`src/rtl/loader_pkg.sv`:
```
// Shared definitions for the UART program loader.
// Holds the parser state encoding, the error-code values reported on
// err_code, and the default frame start marker.
package loader_pkg;

  typedef enum logic [2:0] {
    IDLE = 3'd0,
    LEN0 = 3'd1,
    LEN1 = 3'd2,
    DATA = 3'd3,
    CHK  = 3'd4
  } state_t;

  localparam logic [2:0] ERR_NONE    = 3'd0;
  localparam logic [2:0] ERR_LEN     = 3'd1;
  localparam logic [2:0] ERR_CHK     = 3'd2;
  localparam logic [2:0] ERR_TIMEOUT = 3'd3;
  localparam logic [2:0] ERR_FRAME   = 3'd4;

  localparam logic [7:0] DEFAULT_SYNC_BYTE = 8'hA5;

endpackage

```
`src/rtl/uart_prog_loader_if.sv`:
```
// Byte-stream and instruction-memory write bundle for the program loader.
//   rx_valid/rx_byte/rx_err : received byte strobe, data, framing-error flag
//   imem_WE/imem_A/imem_WD  : one-cycle word write strobe, byte address, data
// slave  : the loader (consumes bytes, drives writes)
// master : the environment (drives bytes, observes writes)
interface uart_prog_loader_if ();
  logic        rx_valid;
  logic [7:0]  rx_byte;
  logic        rx_err;
  logic        imem_WE;
  logic [31:0] imem_A;
  logic [31:0] imem_WD;

  modport slave (
    input  rx_valid, rx_byte, rx_err,
    output imem_WE, imem_A, imem_WD
  );

  modport master (
    output rx_valid, rx_byte, rx_err,
    input  imem_WE, imem_A, imem_WD
  );
endinterface

```
`src/rtl/uart_prog_loader.sv`:
```
// Boot loader that parses SYNC / LEN_LO / LEN_HI / data / CHK frames from
// the UART byte stream, packs little-endian words and writes them to
// instruction memory, stalling the CPU until a checksum-valid image lands.
// Ports:
//   CLK, reset_n : clock, asynchronous active-low reset
//   enable       : programming mode; low aborts to IDLE and releases stall
//   bus          : byte input and imem write output (uart_prog_loader_if)
//   cpu_stall    : CPU hold while an image is incomplete or bad
//   busy         : parser not in IDLE
//   done, error  : one-cycle completion / abort pulses
//   err_code     : last error, cleared when a SYNC is accepted
//   word_count   : words written in the current or last frame
module uart_prog_loader
  import loader_pkg::*;
#(
  parameter logic [31:0] IMEM_BASE      = 32'h0000_0000,
  parameter int          MAX_WORDS      = 256,
  parameter logic [7:0]  SYNC_BYTE      = DEFAULT_SYNC_BYTE,
  parameter int          TIMEOUT_CYCLES = 5_000_000
) (
  input  logic                CLK,
  input  logic                reset_n,
  input  logic                enable,
  uart_prog_loader_if.slave   bus,
  output logic                cpu_stall,
  output logic                busy,
  output logic                done,
  output logic                error,
  output logic [2:0]          err_code,
  output logic [15:0]         word_count
);

  localparam int            TW       = $clog2(TIMEOUT_CYCLES + 1);
  localparam logic [TW-1:0] TMO_LAST = TW'(TIMEOUT_CYCLES - 1);
  localparam logic [16:0]   MAX_W    = 17'(MAX_WORDS);

  state_t        state_q, state_d;
  logic [7:0]    len_lo_q, len_lo_d;
  logic [15:0]   len_q, len_d;
  logic [17:0]   idx_q, idx_d;        // {word index, byte lane}
  logic [7:0]    chk_q, chk_d;
  logic [31:0]   word_q, word_d;
  logic [TW-1:0] tmo_q, tmo_d;
  logic          imem_we_q, imem_we_d;
  logic [31:0]   imem_a_q, imem_a_d;
  logic [31:0]   imem_wd_q, imem_wd_d;
  logic          cpu_stall_q, cpu_stall_d;
  logic          done_q, done_d;
  logic          error_q, error_d;
  logic [2:0]    err_code_q, err_code_d;
  logic [15:0]   word_count_q, word_count_d;

  logic acc_byte, bad_byte;

  assign acc_byte = bus.rx_valid & ~bus.rx_err;
  assign bad_byte = bus.rx_valid &  bus.rx_err;

  always_comb begin
    state_d      = state_q;
    len_lo_d     = len_lo_q;
    len_d        = len_q;
    idx_d        = idx_q;
    chk_d        = chk_q;
    word_d       = word_q;
    tmo_d        = tmo_q;
    imem_we_d    = 1'b0;
    imem_a_d     = imem_a_q;
    imem_wd_d    = imem_wd_q;
    cpu_stall_d  = cpu_stall_q;
    done_d       = 1'b0;
    error_d      = 1'b0;
    err_code_d   = err_code_q;
    word_count_d = word_count_q;

    if (!enable) begin
      // Abort wins over any byte arriving in the same cycle.
      state_d     = IDLE;
      cpu_stall_d = 1'b0;
      tmo_d       = '0;
    end else if (state_q == IDLE) begin
      tmo_d = '0;
      if (acc_byte && bus.rx_byte == SYNC_BYTE) begin
        state_d      = LEN0;
        cpu_stall_d  = 1'b1;
        err_code_d   = ERR_NONE;
        word_count_d = '0;
        chk_d        = '0;
        idx_d        = '0;
      end
    end else if (bad_byte) begin
      state_d    = IDLE;
      error_d    = 1'b1;
      err_code_d = ERR_FRAME;
    end else if (acc_byte) begin
      tmo_d = '0;
      chk_d = chk_q ^ bus.rx_byte;
      case (state_q)
        LEN0: begin
          len_lo_d = bus.rx_byte;
          state_d  = LEN1;
        end
        LEN1: begin
          len_d = {bus.rx_byte, len_lo_q};
          if (len_d == 16'd0 || {1'b0, len_d} > MAX_W) begin
            state_d    = IDLE;
            error_d    = 1'b1;
            err_code_d = ERR_LEN;
          end else begin
            state_d = DATA;
          end
        end
        DATA: begin
          word_d[{idx_q[1:0], 3'b000} +: 8] = bus.rx_byte;
          idx_d = idx_q + 18'd1;
          if (idx_q[1:0] == 2'd3) begin
            imem_we_d    = 1'b1;
            imem_a_d     = IMEM_BASE + {14'd0, idx_q[17:2], 2'b00};
            imem_wd_d    = {bus.rx_byte, word_q[23:0]};
            word_count_d = word_count_q + 16'd1;
            if (idx_q[17:2] == len_q - 16'd1) state_d = CHK;
          end
        end
        CHK: begin
          state_d = IDLE;
          if (bus.rx_byte == chk_q) begin
            done_d      = 1'b1;
            cpu_stall_d = 1'b0;
          end else begin
            error_d    = 1'b1;
            err_code_d = ERR_CHK;
          end
        end
        default: state_d = IDLE;
      endcase
    end else if (tmo_q == TMO_LAST) begin
      state_d    = IDLE;
      tmo_d      = '0;
      error_d    = 1'b1;
      err_code_d = ERR_TIMEOUT;
    end else begin
      tmo_d = tmo_q + TW'(1);
    end
  end

  always_ff @(posedge CLK or negedge reset_n) begin
    if (!reset_n) begin
      state_q      <= IDLE;
      len_lo_q     <= '0;
      len_q        <= '0;
      idx_q        <= '0;
      chk_q        <= '0;
      word_q       <= '0;
      tmo_q        <= '0;
      imem_we_q    <= 1'b0;
      imem_a_q     <= '0;
      imem_wd_q    <= '0;
      cpu_stall_q  <= 1'b0;
      done_q       <= 1'b0;
      error_q      <= 1'b0;
      err_code_q   <= ERR_NONE;
      word_count_q <= '0;
    end else begin
      state_q      <= state_d;
      len_lo_q     <= len_lo_d;
      len_q        <= len_d;
      idx_q        <= idx_d;
      chk_q        <= chk_d;
      word_q       <= word_d;
      tmo_q        <= tmo_d;
      imem_we_q    <= imem_we_d;
      imem_a_q     <= imem_a_d;
      imem_wd_q    <= imem_wd_d;
      cpu_stall_q  <= cpu_stall_d;
      done_q       <= done_d;
      error_q      <= error_d;
      err_code_q   <= err_code_d;
      word_count_q <= word_count_d;
    end
  end

  assign bus.imem_WE = imem_we_q;
  assign bus.imem_A  = imem_a_q;
  assign bus.imem_WD = imem_wd_q;
  assign cpu_stall   = cpu_stall_q;
  assign busy        = (state_q != IDLE);
  assign done        = done_q;
  assign error       = error_q;
  assign err_code    = err_code_q;
  assign word_count  = word_count_q;

endmodule

```
`src/flat_wrapper.sv`:
```
// flat-port wrapper written by rule: the top's interface ports become plain ports
module uart_prog_loader_flat import loader_pkg::*;
#(
  parameter logic [31:0] IMEM_BASE      = 32'h0000_0000,
  parameter int          MAX_WORDS      = 256,
  parameter logic [7:0]  SYNC_BYTE      = DEFAULT_SYNC_BYTE,
  parameter int          TIMEOUT_CYCLES = 5_000_000
)
  (CLK, reset_n, enable, cpu_stall, busy, done, error, err_code, word_count, bus_rx_valid, bus_rx_byte, bus_rx_err, bus_imem_WE, bus_imem_A, bus_imem_WD);
  uart_prog_loader_if bus_i ();
  input  logic CLK;
  input  logic reset_n;
  input  logic enable;
  output logic cpu_stall;
  output logic busy;
  output logic done;
  output logic error;
  output logic [2:0] err_code;
  output logic [15:0] word_count;
  input wire logic [$bits(bus_i.rx_valid)-1:0] bus_rx_valid;
  input wire logic [$bits(bus_i.rx_byte)-1:0] bus_rx_byte;
  input wire logic [$bits(bus_i.rx_err)-1:0] bus_rx_err;
  output wire logic [$bits(bus_i.imem_WE)-1:0] bus_imem_WE;
  output wire logic [$bits(bus_i.imem_A)-1:0] bus_imem_A;
  output wire logic [$bits(bus_i.imem_WD)-1:0] bus_imem_WD;
  assign bus_i.rx_valid = bus_rx_valid;
  assign bus_i.rx_byte = bus_rx_byte;
  assign bus_i.rx_err = bus_rx_err;
  assign bus_imem_WE = bus_i.imem_WE;
  assign bus_imem_A = bus_i.imem_A;
  assign bus_imem_WD = bus_i.imem_WD;
  uart_prog_loader #(.IMEM_BASE(IMEM_BASE), .MAX_WORDS(MAX_WORDS), .SYNC_BYTE(SYNC_BYTE), .TIMEOUT_CYCLES(TIMEOUT_CYCLES)) u_core (.CLK(CLK), .reset_n(reset_n), .enable(enable), .bus(bus_i), .cpu_stall(cpu_stall), .busy(busy), .done(done), .error(error), .err_code(err_code), .word_count(word_count));
endmodule
```
`config.mk`:
```
export PLATFORM = sky130hd
export DESIGN_NAME = uart_prog_loader_flat
export DESIGN_NICKNAME = d
export VERILOG_FILES = /design/src/rtl/loader_pkg.sv /design/src/rtl/uart_prog_loader_if.sv /design/src/rtl/uart_prog_loader.sv /design/src/flat_wrapper.sv
export SDC_FILE = /design/constraint.sdc
export NUM_CORES = 1
export LEC_CHECK = 0
export ABC_CLOCK_PERIOD_IN_PS = 3080
export CAP_MARGIN = 20
export CORE_MARGIN = 2
export CORE_UTILIZATION = 45
export DETAILED_ROUTE_END_ITERATION = 12
export GPL_TIMING_DRIVEN = 0
export PLACE_DENSITY = 0.67
export SLEW_MARGIN = 20
export SYNTH_ARGS = -nofsm -noshare
export SYNTH_HDL_FRONTEND = slang
export SYNTH_SLANG_ARGS = --single-unit
```
`constraint.sdc`:
```
create_clock -name CLK -period 3.08 [get_ports CLK]
set_clock_uncertainty 0.15 [all_clocks]
set_input_delay 0.616 -clock CLK [delete_from_list [all_inputs] [get_ports CLK]]
set_output_delay 0.616 -clock CLK [all_outputs]
set_load 0.005 [all_outputs]
```
# ---- Word level (Yosys, flattened, before mapping)
# Cells that the tools add are included.
dict set report classes {
  add_sub_neg 5
  order_cmp 1
  eq_ne 22
  n_shift 2
  n_mux 66
  n_bitwise 6
  reduce_logical 19
}
# op n
set op_table {}
lappend op_table {{two-way mux 23 bit} 5}
lappend op_table {{two-way mux 16 bit} 6}
lappend op_table {{two-way mux 18 bit} 5}
lappend op_table {{two-way mux 3 bit} 15}
lappend op_table {{bitwise mux 32 bit} 1}
lappend op_table {{two-way mux 8 bit} 4}
lappend op_table {{variable shift 8 x 7 -> 32 bit (first input constant)} 1}
lappend op_table {{variable part select 8 x 7 -> 32 bit} 1}
lappend op_table {{two-way mux 1 bit} 26}
lappend op_table {{AND reduction 5 bit} 5}
lappend op_table {{adder 23 x 1 -> 23 bit (second input constant)} 1}
lappend op_table {{== test 23 bit (second input constant)} 1}
lappend op_table {{adder 18 x 1 -> 18 bit (second input constant)} 1}
lappend op_table {{AND reduction 6 bit} 3}
lappend op_table {{adder 16 x 1 -> 16 bit (second input constant)} 1}
lappend op_table {{== test 16 bit} 1}
lappend op_table {{greater-than comparator 16 x 9 -> 1 bit (second input constant)} 1}
lappend op_table {{logical NOT 16 bit} 1}
lappend op_table {{subtractor 16 x 1 -> 16 bit (second input constant)} 1}
lappend op_table {{inequality test 5 bit (second input constant)} 3}
lappend op_table {{inequality test 6 bit (second input constant)} 2}
lappend op_table {{inequality test 3 x 1 -> 1 bit (second input constant)} 3}
lappend op_table {{one-hot mux 3 bit (3 select lines)} 1}
lappend op_table {{== test 8 bit} 1}
lappend op_table {{22 further kinds} 31}
dict set report word_totals {
  regBits 179
  output_inout_bits 88
  wordCells 136
}

# ---- Longest topological paths before layout
# Gate-level depths: netlist of run 1.
dict set report logic_depth {
  word_depth 9
  mapped_depth 11
}

# ---- Worst setup path before layout of run 1
# Ideal clock, no wire load.
dict set report synth_path {
  path_kind {input-to-reg}
  startpoint {input port bus_rx_byte[3]}
  endpoint {register u_core.state_q[1]}
  setup_ps 127
  arrival_ps 2755
  required_time_ps 2803
  path_slack_ps 48
  path_stages 7
  n_path_buf 1
  cell_sequence {buf_2 or4_4 or4_4 o211a_1 or4_4 nor4_4 o21bai_1}
}
dict set report synth_between {
  elab_chain_cells 8
}
# item line_no
set synth_lines {}
lappend synth_lines {{start, declared} flat_wrapper.sv:21} ;# input wire logic [$bits(bus_i.rx_byte)-1:0] bus_rx_byte;
lappend synth_lines {{greater-than comparator 16 x 9 -> 1 bit or logical NOT 16 bit (tied branches)} uart_prog_loader.sv:104} ;# if (len_d == 16'd0 || {1'b0, len_d} > MAX_W) begin
lappend synth_lines {{logical OR 1 bit} uart_prog_loader.sv:104}
lappend synth_lines {{two-way mux 2 bit} uart_prog_loader.sv:104}
lappend synth_lines {{one-hot mux 3 bit (3 select lines)} uart_prog_loader.sv:97} ;# case (state_q)
lappend synth_lines {{two-way mux 3 bit} uart_prog_loader.sv:94} ;# end else if (acc_byte) begin
lappend synth_lines {{two-way mux 3 bit} uart_prog_loader.sv:90} ;# end else if (bad_byte) begin
lappend synth_lines {{two-way mux 3 bit} uart_prog_loader.sv:80} ;# end else if (state_q == IDLE) begin
lappend synth_lines {{two-way mux 3 bit} uart_prog_loader.sv:75} ;# if (!enable) begin
lappend synth_lines {{end signal, assigned} uart_prog_loader.sv:163} ;# state_q <= state_d;
lappend synth_lines {{end, declared} uart_prog_loader.sv:37} ;# state_t state_q, state_d;
# Several ways; a longest one is shown, not always the timed one.
# A chain may end at the register's enable or synchronous reset.

# ---- Worst setup path after layout of run 1
dict set report layout_path {
  startpoint {register u_core.state_q[0]}
  endpoint {register u_core.state_q[0]}
}
dict set report layout_between {
  elab_chain_cells 6
}
# item line_no
set layout_lines {}
lappend layout_lines {{== test 3 x 2 -> 1 bit or == test 3 x 1 -> 1 bit (tied branches)} uart_prog_loader.sv:97}
lappend layout_lines {{one-hot mux 3 bit (3 select lines)} uart_prog_loader.sv:97}
lappend layout_lines {{two-way mux 3 bit} uart_prog_loader.sv:94}
lappend layout_lines {{two-way mux 3 bit} uart_prog_loader.sv:90}
lappend layout_lines {{two-way mux 3 bit} uart_prog_loader.sv:80}
lappend layout_lines {{two-way mux 3 bit} uart_prog_loader.sv:75}
# Several ways; a longest one is shown, not always the timed one.

==> results of run 1 <==
critical path, stage by stage (launching register included):
cell and delay [ns]:
dfrtp_1 0.38, buf_6 0.13, nor3_4 0.34, inv_2 0.10, buf_8 0.14, or4_4 0.50
o211ai_1 0.19, nand4b_1 0.17, o41ai_2 0.43, mux2_2 0.38
Yosys cell counts, drive strengths merged, types with 8 or more instances:
cell	n	share of area, %
nand4	14	1.1
o21ai	66	3.9
ha	8	1.2
xor2	44	4.6
buf	28	2.3
nor4	11	1.1
or3	18	1.3
a21oi	18	1.1
nand3	14	0.83
nand2b	15	1.1
mux2	73	9.8
or4	8	0.89
xnor2	21	2.2
dfrtp	171	51
nor3	12	0.85
nor2	66	3.0
nand2	97	4.3
clkbuf	28	1.3
inv	13	0.58
and3	8	0.60
sequential cells by signal, summed over array words and instances (netlist names):
register,count
u_core.word_count,16
u_core.cpu_stall,1
u_core.bus.imem_WE,1
u_core.bus.imem_A,16
u_core.state_q,3
u_core.tmo_q,23
u_core.len_lo_q,8
u_core.err_code,3
u_core.word_q,24
u_core.chk_q,8
u_core.done,1
u_core.len_q,16
u_core.bus.imem_WD,32
u_core.error,1
u_core.idx_q,18
what timing repair did:
action,CTS,global route
hold endpoints to repair,0,0
hold buffers,0,0
pin swaps,0,9
resized for setup,14,25
endpoints found under the setup margin,75,53
buffers inserted,0,10
path summary, 6_finish.rpt:
check	start	end	cells past startpoint	slack [ns]
max	u_core.state_q[0]	u_core.state_q[0]	9	0.05
min	reset_n	u_core.bus.imem_A[8]	1	0.01
max reg2reg	u_core.state_q[0]	u_core.state_q[0]	9	0.05
min reg2reg	u_core.word_q[17]	u_core.word_q[17]	2	0.33
max in group asynchronous	reset_n	u_core.bus.imem_WD[8]	2	1.93
min in group CLK	u_core.word_q[17]	u_core.word_q[17]	2	0.33
logic make-up (layout without fill, tap and decap cells):
logic type | after synthesis | count (layout) | share of synthesized area (%)
other | 1 | 16 | 0.04461
multiplexers | 73 | 73 | 9.780
adder cells (fa/ha/maj) | 8 | 8 | 1.191
buffers and inverters | 69 | 190 | 4.123
flip-flops | 171 | 171 | 50.91
XOR/XNOR | 65 | 65 | 6.773
AO/OA/AOI/OAI | 123 | 123 | 8.991
AND/OR/NAND/NOR | 296 | 296 | 18.19
through the flow:
step / worst slack [ns] / TNS (ns) / area, sq um
global route: -0.04806 / -0.07834 / 10370
global placement: -5.884 / -1070.45 / 9549
floorplan: 0.04772 / 0 / 8462
detailed placement: -1.271 / -67.05 / 9582
CTS: -0.002283 / -0.002283 / 10210
finish: 0.05194 / 0 / 10370
cells in the final DEF (no fill, tap or decap), drive strengths merged, types with 3 or more instances in the layout:
cell type / netlist / final
and2: 3 / 3
clkinvlp: 0 / 3
o21ai: 66 / 66
nand2: 97 / 97
nand2b: 15 / 15
and4: 5 / 5
clkbuf: 28 / 45
ha: 8 / 8
mux2: 73 / 73
dfrtp: 171 / 171
nor3b: 5 / 5
conb: 1 / 16
and3: 8 / 8
buf: 28 / 40
nand3: 14 / 14
a21oi: 18 / 18
xor2: 44 / 44
nand4b: 4 / 4
or4: 8 / 8
inv: 13 / 19
xnor2: 21 / 21
nand4: 14 / 14
nand3b: 4 / 4
clkdlybuf4s50: 0 / 77
nor2: 66 / 66
o211a: 3 / 3
nor3: 12 / 12
nor4: 11 / 11
o41ai: 4 / 4
o21a: 4 / 4
or2: 5 / 5
nor2b: 4 / 4
or3: 18 / 18
a31oi: 3 / 3
clkinv: 0 / 3
per-layer routing:
| metal | share of wire (%) | vias to the layer above |
|---|---|---|
| met5 | 0 | - |
| met4 | 1.5 | 0 |
| met3 | 4.0 | 24 |
| met2 | 46 | 157 |
| met1 | 49 | 3037 |
| li1 | - | 3035 |
power groups by stage:
stage | Sequential [mW] | Clock, mW | Combinational, mW
floorplan | 2.62 | 0 | 1.04
global placement | 2.67 | 0 | 1.36
detailed placement | 2.67 | 0 | 1.39
CTS | 2.63 | 2.17 | 1.42
global route | 2.67 | 2.26 | 1.73
finish | 2.64 | 2.13 | 1.56
layout make-up:
cell class                 instances  area [sq um]
tap                              229         286.5
multi-input combinational        581          3948
inverter                          13         48.80
clock inverter                    13         130.1
sequential                       171          4283
fill                            1574          7774
timing repair buffer              91         913.4
buffer                            54         311.5
clock buffer                      19         452.9
==> summary.md, run 1 <==
| Metric | Value |
|---|---|
| Clock Pin Slew Worst Setup and Hold Paths | `0.07 ns` |
| Status | `finished, final reports clean` |
| Max-slew headroom | `between 30 and 40%` |
| Min Hold Slack | `0.01314 ns` |
| Level count of the clock H-tree | `4` |
| Fin. Hold Viols | `0` |
| Switching power | `about 2.0 mW` |
| Unrepaired setup endpoints after global routing | `true` |
| Flop pwr share | `41.7%` |
| Die area | `about 20,000 sq um` |
| Grt met1 use | `about 28%` |
| Vias/cell | `approximately 5.3` |
| CP Max Fanout | `7` |
| Area Overhead vs Synth | `23.41%` |
| Setup-failing EPs final | `0` |
| GRT met2 Usage | `between 30% and 40%` |
| Pre-antenna DRT Iters | `5` |
| Routed Antenna Nets | `0` |
| Peak supply drop | `438.8 uV` |
| Power density over the cells | `between 600 and 700 nW/um^2` |
| Syn_area_per_cell | `10.43 sq um` |
| Post-synth ARST share | `between 90% and 100%` |
| Mapped cell area | `8406 sq um` |
| PortBufs | `80` |
| Hpwl dp | `around 13,000 um` |
| Busiest layer in global routing | `met2` |
| Layout Nets | `950` |
| Later-pin clock latency in the skew report | `roughly 0.44 ns` |
| CTS tree | `yes` |
| Yosys warns | `0` |
| CP Capture Type | `register` |
| Placer congestion estimate | `0.8407` |
| Leak Pwr | `4.635 nW` |
| Layout Cells excl Fill | `~1,200` |
| Clock share of power | `about a third` |
| Fin crit share | `98.31%` |
| Hold/Removal Path Class | `in2async` |
| Final slew viol count | `0` |
| Syn Inst Count | `806` |
| Grt total ovfl | `0` |
| Final min period | `just over 3 ns` |
| Number of synthesized flops with an enable pin | `0` |
| Max frequency | `330.2 MHz` |
| Root Driver | `clkbuf_16` |
| Number of global-route vias before repair | `roughly 6,000` |
| Sequential area share after synthesis | `between 50% and 60%` |
| WL final | `18,850 um` |
| Initial antenna violation count | `0` |
| Met3 usage | `3.974%` |
| Layout cells sized above 1 | `19.53%` |
| Synth Flop Type | `dfrtp_1` |
| Tot Pwr | `6.336 mW` |
| Synth unique cells | `65` |
| Switching Share | `31.36%` |
| Clock sinks | `171` |
| Max-cap check violation count | `0` |
| Core Footprint | `18,150 sq um` |
| Logic gate share of total power | `~25%` |
| Die height | `140.7 um` |
| Cells after DPL | `1,131` |
| ANT cells | `0` |
| DR iter-0 viols | `roughly 330` |
| Post-Route Utilization | `57.16%` |
| Kind of critical path | `reg2reg` |
| Detailed-route via count | `6,253` |
| Initial Util | `approximately 46%` |
| WP data required | `3.25 ns` |
| I/O Pins | `101` |
| FP Rows | `49` |
| CTS buffer count | `17` |
| Internal power | `4.349 mW` |
| Avg WL per Cell | `16.10 um` |
| Worst-Margin Slew | `between 0.9 and 1 ns` |
| Die Width | `approximately 140 um` |
| Total track usage | `19.41%` |
| Drt drc | `0` |
| Maximum root-to-sink buffer count | `2` |
| CP Launch Type | `register` |
| Yosys reg bits | `around 170` |
| Global-route wire length before repair | `30,680 um` |
| Largest net degree at the start of global routing | `88` |
| Worst Path Arrival | `3.19 ns` |
Note: power is estimated with default switching activity, not from simulation.
==> inputs of run 2 (changes only) <==
- CAP_MARGIN: 20 -> unset
- PLACE_DENSITY: 0.67 -> 0.75
==> run 2 against run 1 <==
Wire length is 1.5% lower. First-iteration DRC count grew 15%. Via count increased by 0.72%. Register-to-register slack about the same. Clock power down 4%. Clock-buffer cell count decreased by 2. Largest cell class unchanged. Non-clock buffer count down 7. Core utilization shrank 0.77 points.
==> summary.md, run 2 (synthesis gave the netlist of run 1 again) <==
| Metric | Value |
|---|---|
| Reg area | `4279 sq um` |
| WL final | `18,570 um` |
| Layout Cells excl Fill | `~1,200` |
| Layout cells sized above 1 | `between 10% and 20%` |
| Post-route setup TNS | `0 ns` |
| Detailed-route via count | `6,298` |
| Commonest cells after routing, fill and taps aside | `171 x dfrtp_1, 97 x nand2_1, 77 x clkdlybuf4s50_1, 73 x mux2_2` |
| CP Capture Type | `register` |
| Reg2Reg Setup Slack | `about 0.045 ns` |
| CP Max Fanout | `10` |
| Worst Path Arrival | `3.24 ns` |
| Level count of the clock H-tree | `4` |
| Initial Util | `between 40% and 50%` |
| Launching point of the worst reg2reg path | `u_core.len_q[9]` |
| Number of global-route vias before repair | `6,077` |
| Placer congestion estimate | `0.8440` |
| Core Footprint | `18,150 sq um` |
| Post-Route Utilization | `56.40%` |
| ANT cells | `0` |
| CTS buffer count | `17` |
| Area of the multi-input gates | `3894 sq um` |
| Final slew viol count | `0` |
| CP dominant cell by count | `or3_1` |
| FP Rows | `49` |
| Placed Area | `9609 sq um` |
| Unrepaired setup endpoints after global routing | `false` |
| WP data required | `around 3.3 ns` |
| Min Hold Slack | `0.05330 ns` |
| Setup-failing EPs final | `0` |
| Initial antenna violation count | `0` |
| Maximum root-to-sink buffer count | `2` |
| Max-slew headroom | `29.30%` |
| Routed Antenna Nets | `0` |
| Avg WL per Cell | `15.95 um` |
| Power density over the cells | `around 600 nW/um^2` |
| Total track usage | `19.33%` |
| Fin. Hold Viols | `0` |
| Clock Pin Slew Worst Setup and Hold Paths | `around 0.07 ns` |
| Layout Nets | `943` |
| Cell Chain, Critical Path | `clkbuf_1, or4_4, o31ai_4, nand4_2, or3_1, or3_1, a21oi_1` |
| Met3 usage | `4.314%` |
| Die Width | `140.7 um` |
| Hold/Removal Path Class | `in2async` |
| Worst R2R Path Depth | `7` |
| Slowest stage cell on the critical path | `or4_4` |
| Global-route wire length before repair | `30,720 um` |
| GRT met2 Usage | `30.47%` |
| Busiest layer in global routing | `met2` |
| Peak supply drop | `~380 uV` |
| CP Launch Type | `primary input` |
| Later-pin clock latency in the skew report | `0.44 ns` |
| Max reg flops | `32` |
| Max frequency | `329.5 MHz` |
| Drt drc | `0` |
| Die area | `19,790 sq um` |
| Kind of critical path | `in2reg` |
| Final min period | `between 3 and 4 ns` |
| Final instance area | `10,230 sq um` |
| Die height | `140.7 um` |
| Largest net degree at the start of global routing | `100` |
| PortBufs | `80` |
| I/O Pins | `101` |
| Clock sinks | `171` |
| CTS tree | `yes` |
| Slowest stage delay, CP | `0.63 ns` |
| Status | `finished, final reports clean` |
| Max-cap check violation count | `0` |
| Fin crit share | `98.53%` |
| Root Driver | `clkbuf_16` |
| Hold Buf Count CTS | `0` |
| Grt total ovfl | `0` |
| Grt met1 use | `26.77%` |
| Leak Pwr | `4.556 nW` |
| Area Overhead vs Synth | `21.76%` |
| Worst-Margin Slew | `between 1 and 1.5 ns` |
| DR iter-0 viols | `383` |
| Fill count | `1,553` |
| Commonest non-fill, non-tap cell in the layout | `dfrtp_1` |
| Vias/cell | `between 5 and 6` |
| Pre-antenna DRT Iters | `5` |
| Crit Reg-Reg Endpoint | `u_core.state_q[0]` |
| Hpwl dp | `12,780 um` |
| Cells after DPL | `1,132` |
run 2: metal layers:
metal	wire, um	up-vias
met2	8670	135
met3	762	26
met1	8860	3111
met4	274	0
li1	-	3026
met5	0	-
run 2: stage by stage:
stage               total power [mW]  worst slack (ns)
global placement               4.015            -5.771
floorplan                      3.653           0.04772
detailed placement             4.057            -1.183
global route                   6.440          0.002440
finish                         6.142           0.04521
CTS                            6.130          0.008222
run 2: repair_timing:
item | 4_1_cts | 5_1_grt
pin swaps | 3 | 2
resized for setup | 18 | 3
hold endpoints to repair | 0 | 0
buffers inserted | 1 | 0
setup endpoints to repair | 78 | 3
run 2: how the worst max path moves through the flow:
stage,start,to,slack (ns),cells past startpoint
floorplan,bus_rx_byte[3],u_core.state_q[1],0.05,7
global placement,reset_n,u_core.bus.imem_WD[10],-5.77,1
detailed placement,bus_rx_err,u_core.bus.imem_A[4],-1.18,10
CTS,u_core.tmo_q[20],u_core.state_q[0],0.008,7
global route,bus_rx_byte[6],u_core.idx_q[17],0.002,7
finish,bus_rx_byte[6],u_core.idx_q[17],0.05,7
run 2: final cells by class:
cell class,instances,area share [%]
Buffer,55,2.983
Clock buffer,17,4.156
Clock inverter,15,1.271
Inverter,13,0.4768
Multi-Input combinational cell,581,38.04
Sequential cell,171,41.81
Tap cell,229,2.800
Timing Repair Buffer,83,8.460
run 2: critical path: cells and delay by family:
kind,cells,cell delay (ns)
and+or+nand+nor,4,1.79
AOI/OAI and AO/OA,2,0.53
buffers and inverters,1,0.29
run 2: power by group:
part | internal (mW) | switching, mW | leakage, nW | total [mW]
registers | 2.44 | 0.190 | 2.35 | 2.63
logic | 0.656 | 0.817 | 1.94 | 1.47
clock network | 1.06 | 0.978 | 0.263 | 2.04
==> inputs of run 3 (changes only) <==
- SETUP_SLACK_MARGIN: unset -> 0.3
==> run 3 against run 2 <==
Clock-buffer cell count did not move. Cell count rose by 2.9%. Worst hold slack got worse by 0.0064 ns. Critical path type is now reg2reg. Highest routed layer unchanged.
==> summary.md, run 3 (synthesis gave the netlist of run 1 again) <==
| Metric | Value |
|---|---|
| Status | `finished, final reports clean` |
| Top cell family by delay on the critical path | `simple AND/OR/NAND/NOR gates` |
| Area Overhead vs Synth | `28.09%` |
| Hpwl dp | `12,960 um` |
| CP Capture Type | `register` |
| Tot Pwr | `6.761 mW` |
| WP data required | `between 3 and 4 ns` |
| Clock Pin Slew Worst Setup and Hold Paths | `0.07 ns` |
| CP bufs+invs | `0` |
| Die height | `~140 um` |
| Unrepaired setup endpoints after global routing | `true` |
| Leak Pwr | `about 4.8 nW` |
| Worst R2R Path Depth | `7` |
| Avg WL per Cell | `16.78 um` |
| CTS tree | `yes` |
| Die Width | `140.7 um` |
| Largest net degree at the start of global routing | `just over 90` |
| Initial antenna violation count | `0` |
| Final instance area | `between 10,000 and 15,000 sq um` |
| Max reg flops | `32` |
| Later-pin clock latency in the skew report | `between 0.4 and 0.5 ns` |
| Routed Antenna Nets | `0` |
| Power density over the cells | `628.0 nW/um^2` |
| Vias/cell | `5.513` |
| ANT cells | `0` |
| Layout cells sized above 1 | `24.05%` |
| Launching point of the worst reg2reg path | `u_core.len_q[2]` |
| Max-slew headroom | `34.10%` |
| Final min period | `2.908 ns` |
| WL final | `20,100 um` |
| Fin. Hold Viols | `0` |
| Maximum root-to-sink buffer count | `2` |
| Commonest non-fill, non-tap cell in the layout | `dfrtp_1` |
| Crit. path cell count | `7` |
| Grt total ovfl | `0` |
| Slowest stage cell on the critical path | `or4_4` |
| Global-route wire length before repair | `between 30,000 and 40,000 um` |
| Drt drc | `0` |
| Die area | `19,790 sq um` |
| Core Footprint | `~18,000 sq um` |
| I/O Pins | `around 100` |
| Layout Nets | `977` |
| Detailed-route via count | `6,604` |
| FP Rows | `49` |
| Total track usage | `20.12%` |
| CP Launch Type | `register` |
| DR iter-0 viols | `494` |
| Crit Reg-Reg Endpoint | `u_core.state_q[1]` |
| Placed Area | `9624 sq um` |
| Setup-failing EPs final | `0` |
| Pre-antenna DRT Iters | `5` |
| CP Max Fanout | `4` |
| Commonest cells after routing, fill and taps aside | `167 x dfrtp_1, 97 x nand2_1, 76 x clkdlybuf4s50_1, 72 x mux2_2, 65 x o21ai_0` |
| End of the critical path | `u_core.state_q[1]` |
| Worst setup path startpoint | `u_core.len_q[2]` |
| Worst-Margin Slew | `slightly below 1 ns` |
| Clock sinks | `between 150 and 200` |
| Slowest stage delay, CP | `between 0.5 and 0.6 ns` |
| Number of global-route vias before repair | `6,252` |
| Hold Buf Count CTS | `0` |
| Max-cap check violation count | `0` |
| Fin crit share | `94.41%` |
| Cell Chain, Critical Path | `nor3_2, nand3_2, nor4_1, a21oi_1, or4_4, nor4_4, o21bai_1` |
| Placer congestion estimate | `0.8581` |
| Peak supply drop | `461.0 uV` |
| CTS buffer count | `17` |
| Hold/Removal Path Class | `in2async` |
| Level count of the clock H-tree | `4` |
| Max frequency | `approximately 340 MHz` |
| Root Driver | `clkbuf_16` |
| Worst Path Arrival | `3.07 ns` |
| Final slew viol count | `0` |
| PortBufs | `80` |
| Reg2Reg Setup Slack | `around 0.17 ns` |
| Kind of critical path | `reg2reg` |
| Initial Util | `46.32%` |
-- run 3: cell count changes in the layout (fill, tap and decap cells not counted), sizes merged --
cell           delta
inv               -1
clkdlybuf4s15     +1
clkdlybuf4s50     -1
dlygate4sd2       -2
bufinv            +1
clkinvlp          -3
buf              +35
clkinv            +3
dlymetal6s2s      +1
-- run 3: power breakdown --
part           internal [mW]  total, mW  switching (mW)
combinational          0.946       2.01            1.07
sequential              2.44       2.62           0.180
clock                   1.14       2.12           0.980
-- run 3: area by class of cell --
class,instances,area (sq um)
fillers,1466,7381
flip-flops and latches,171,4284
multi-input cells,581,4094
repair buffers,116,1099
clock buffers,17,425.4
plain buffers,56,371.6
well taps,229,286.5
clock inverters,15,157.7
inverters,13,48.80
-- run 3: how the worst min path moves through the flow --
stage,startpoint,end,depth (start not counted)
after floorplan,reset_n,u_core.bus.imem_A[10],0
after global placement,u_core.word_q[8],u_core.word_q[8],2
after detailed placement,u_core.word_q[8],u_core.word_q[8],2
after CTS,reset_n,u_core.bus.imem_A[4],1
after global routing,reset_n,u_core.bus.imem_A[7],1
final,reset_n,u_core.bus.imem_A[4],1
-- run 3: repair_timing --
item	in CTS	in global routing
resized for setup	43	43
pin swaps	13	18
endpoints found under the setup margin	136	60
cloned	0	0
setup buffers	19	16
-- run 3: per-stage QoR --
step	worst slack, ns	setup TNS [ns]	hold slack, ns	instances	util (%)
global placement	-5.787	-1043.63	0.3069	1130	52.85
global route	0.1459	0	0.09109	1198	59.33
finish	0.1722	0	0.04693	1198	59.33
floorplan	0.09426	0	0.1704	821	-
CTS	0.1686	0	0.07896	1182	57.83
detailed placement	-0.8616	-59.25	0.3148	1131	53.03
-- run 3: routing by layer --
layer | track usage (%) | wire [um]
met1 | 27.22 | 8959
met2 | 32.68 | 9752
met3 | 3.567 | 945
met4 | 7.368 | 442
met5 | 0 | 0
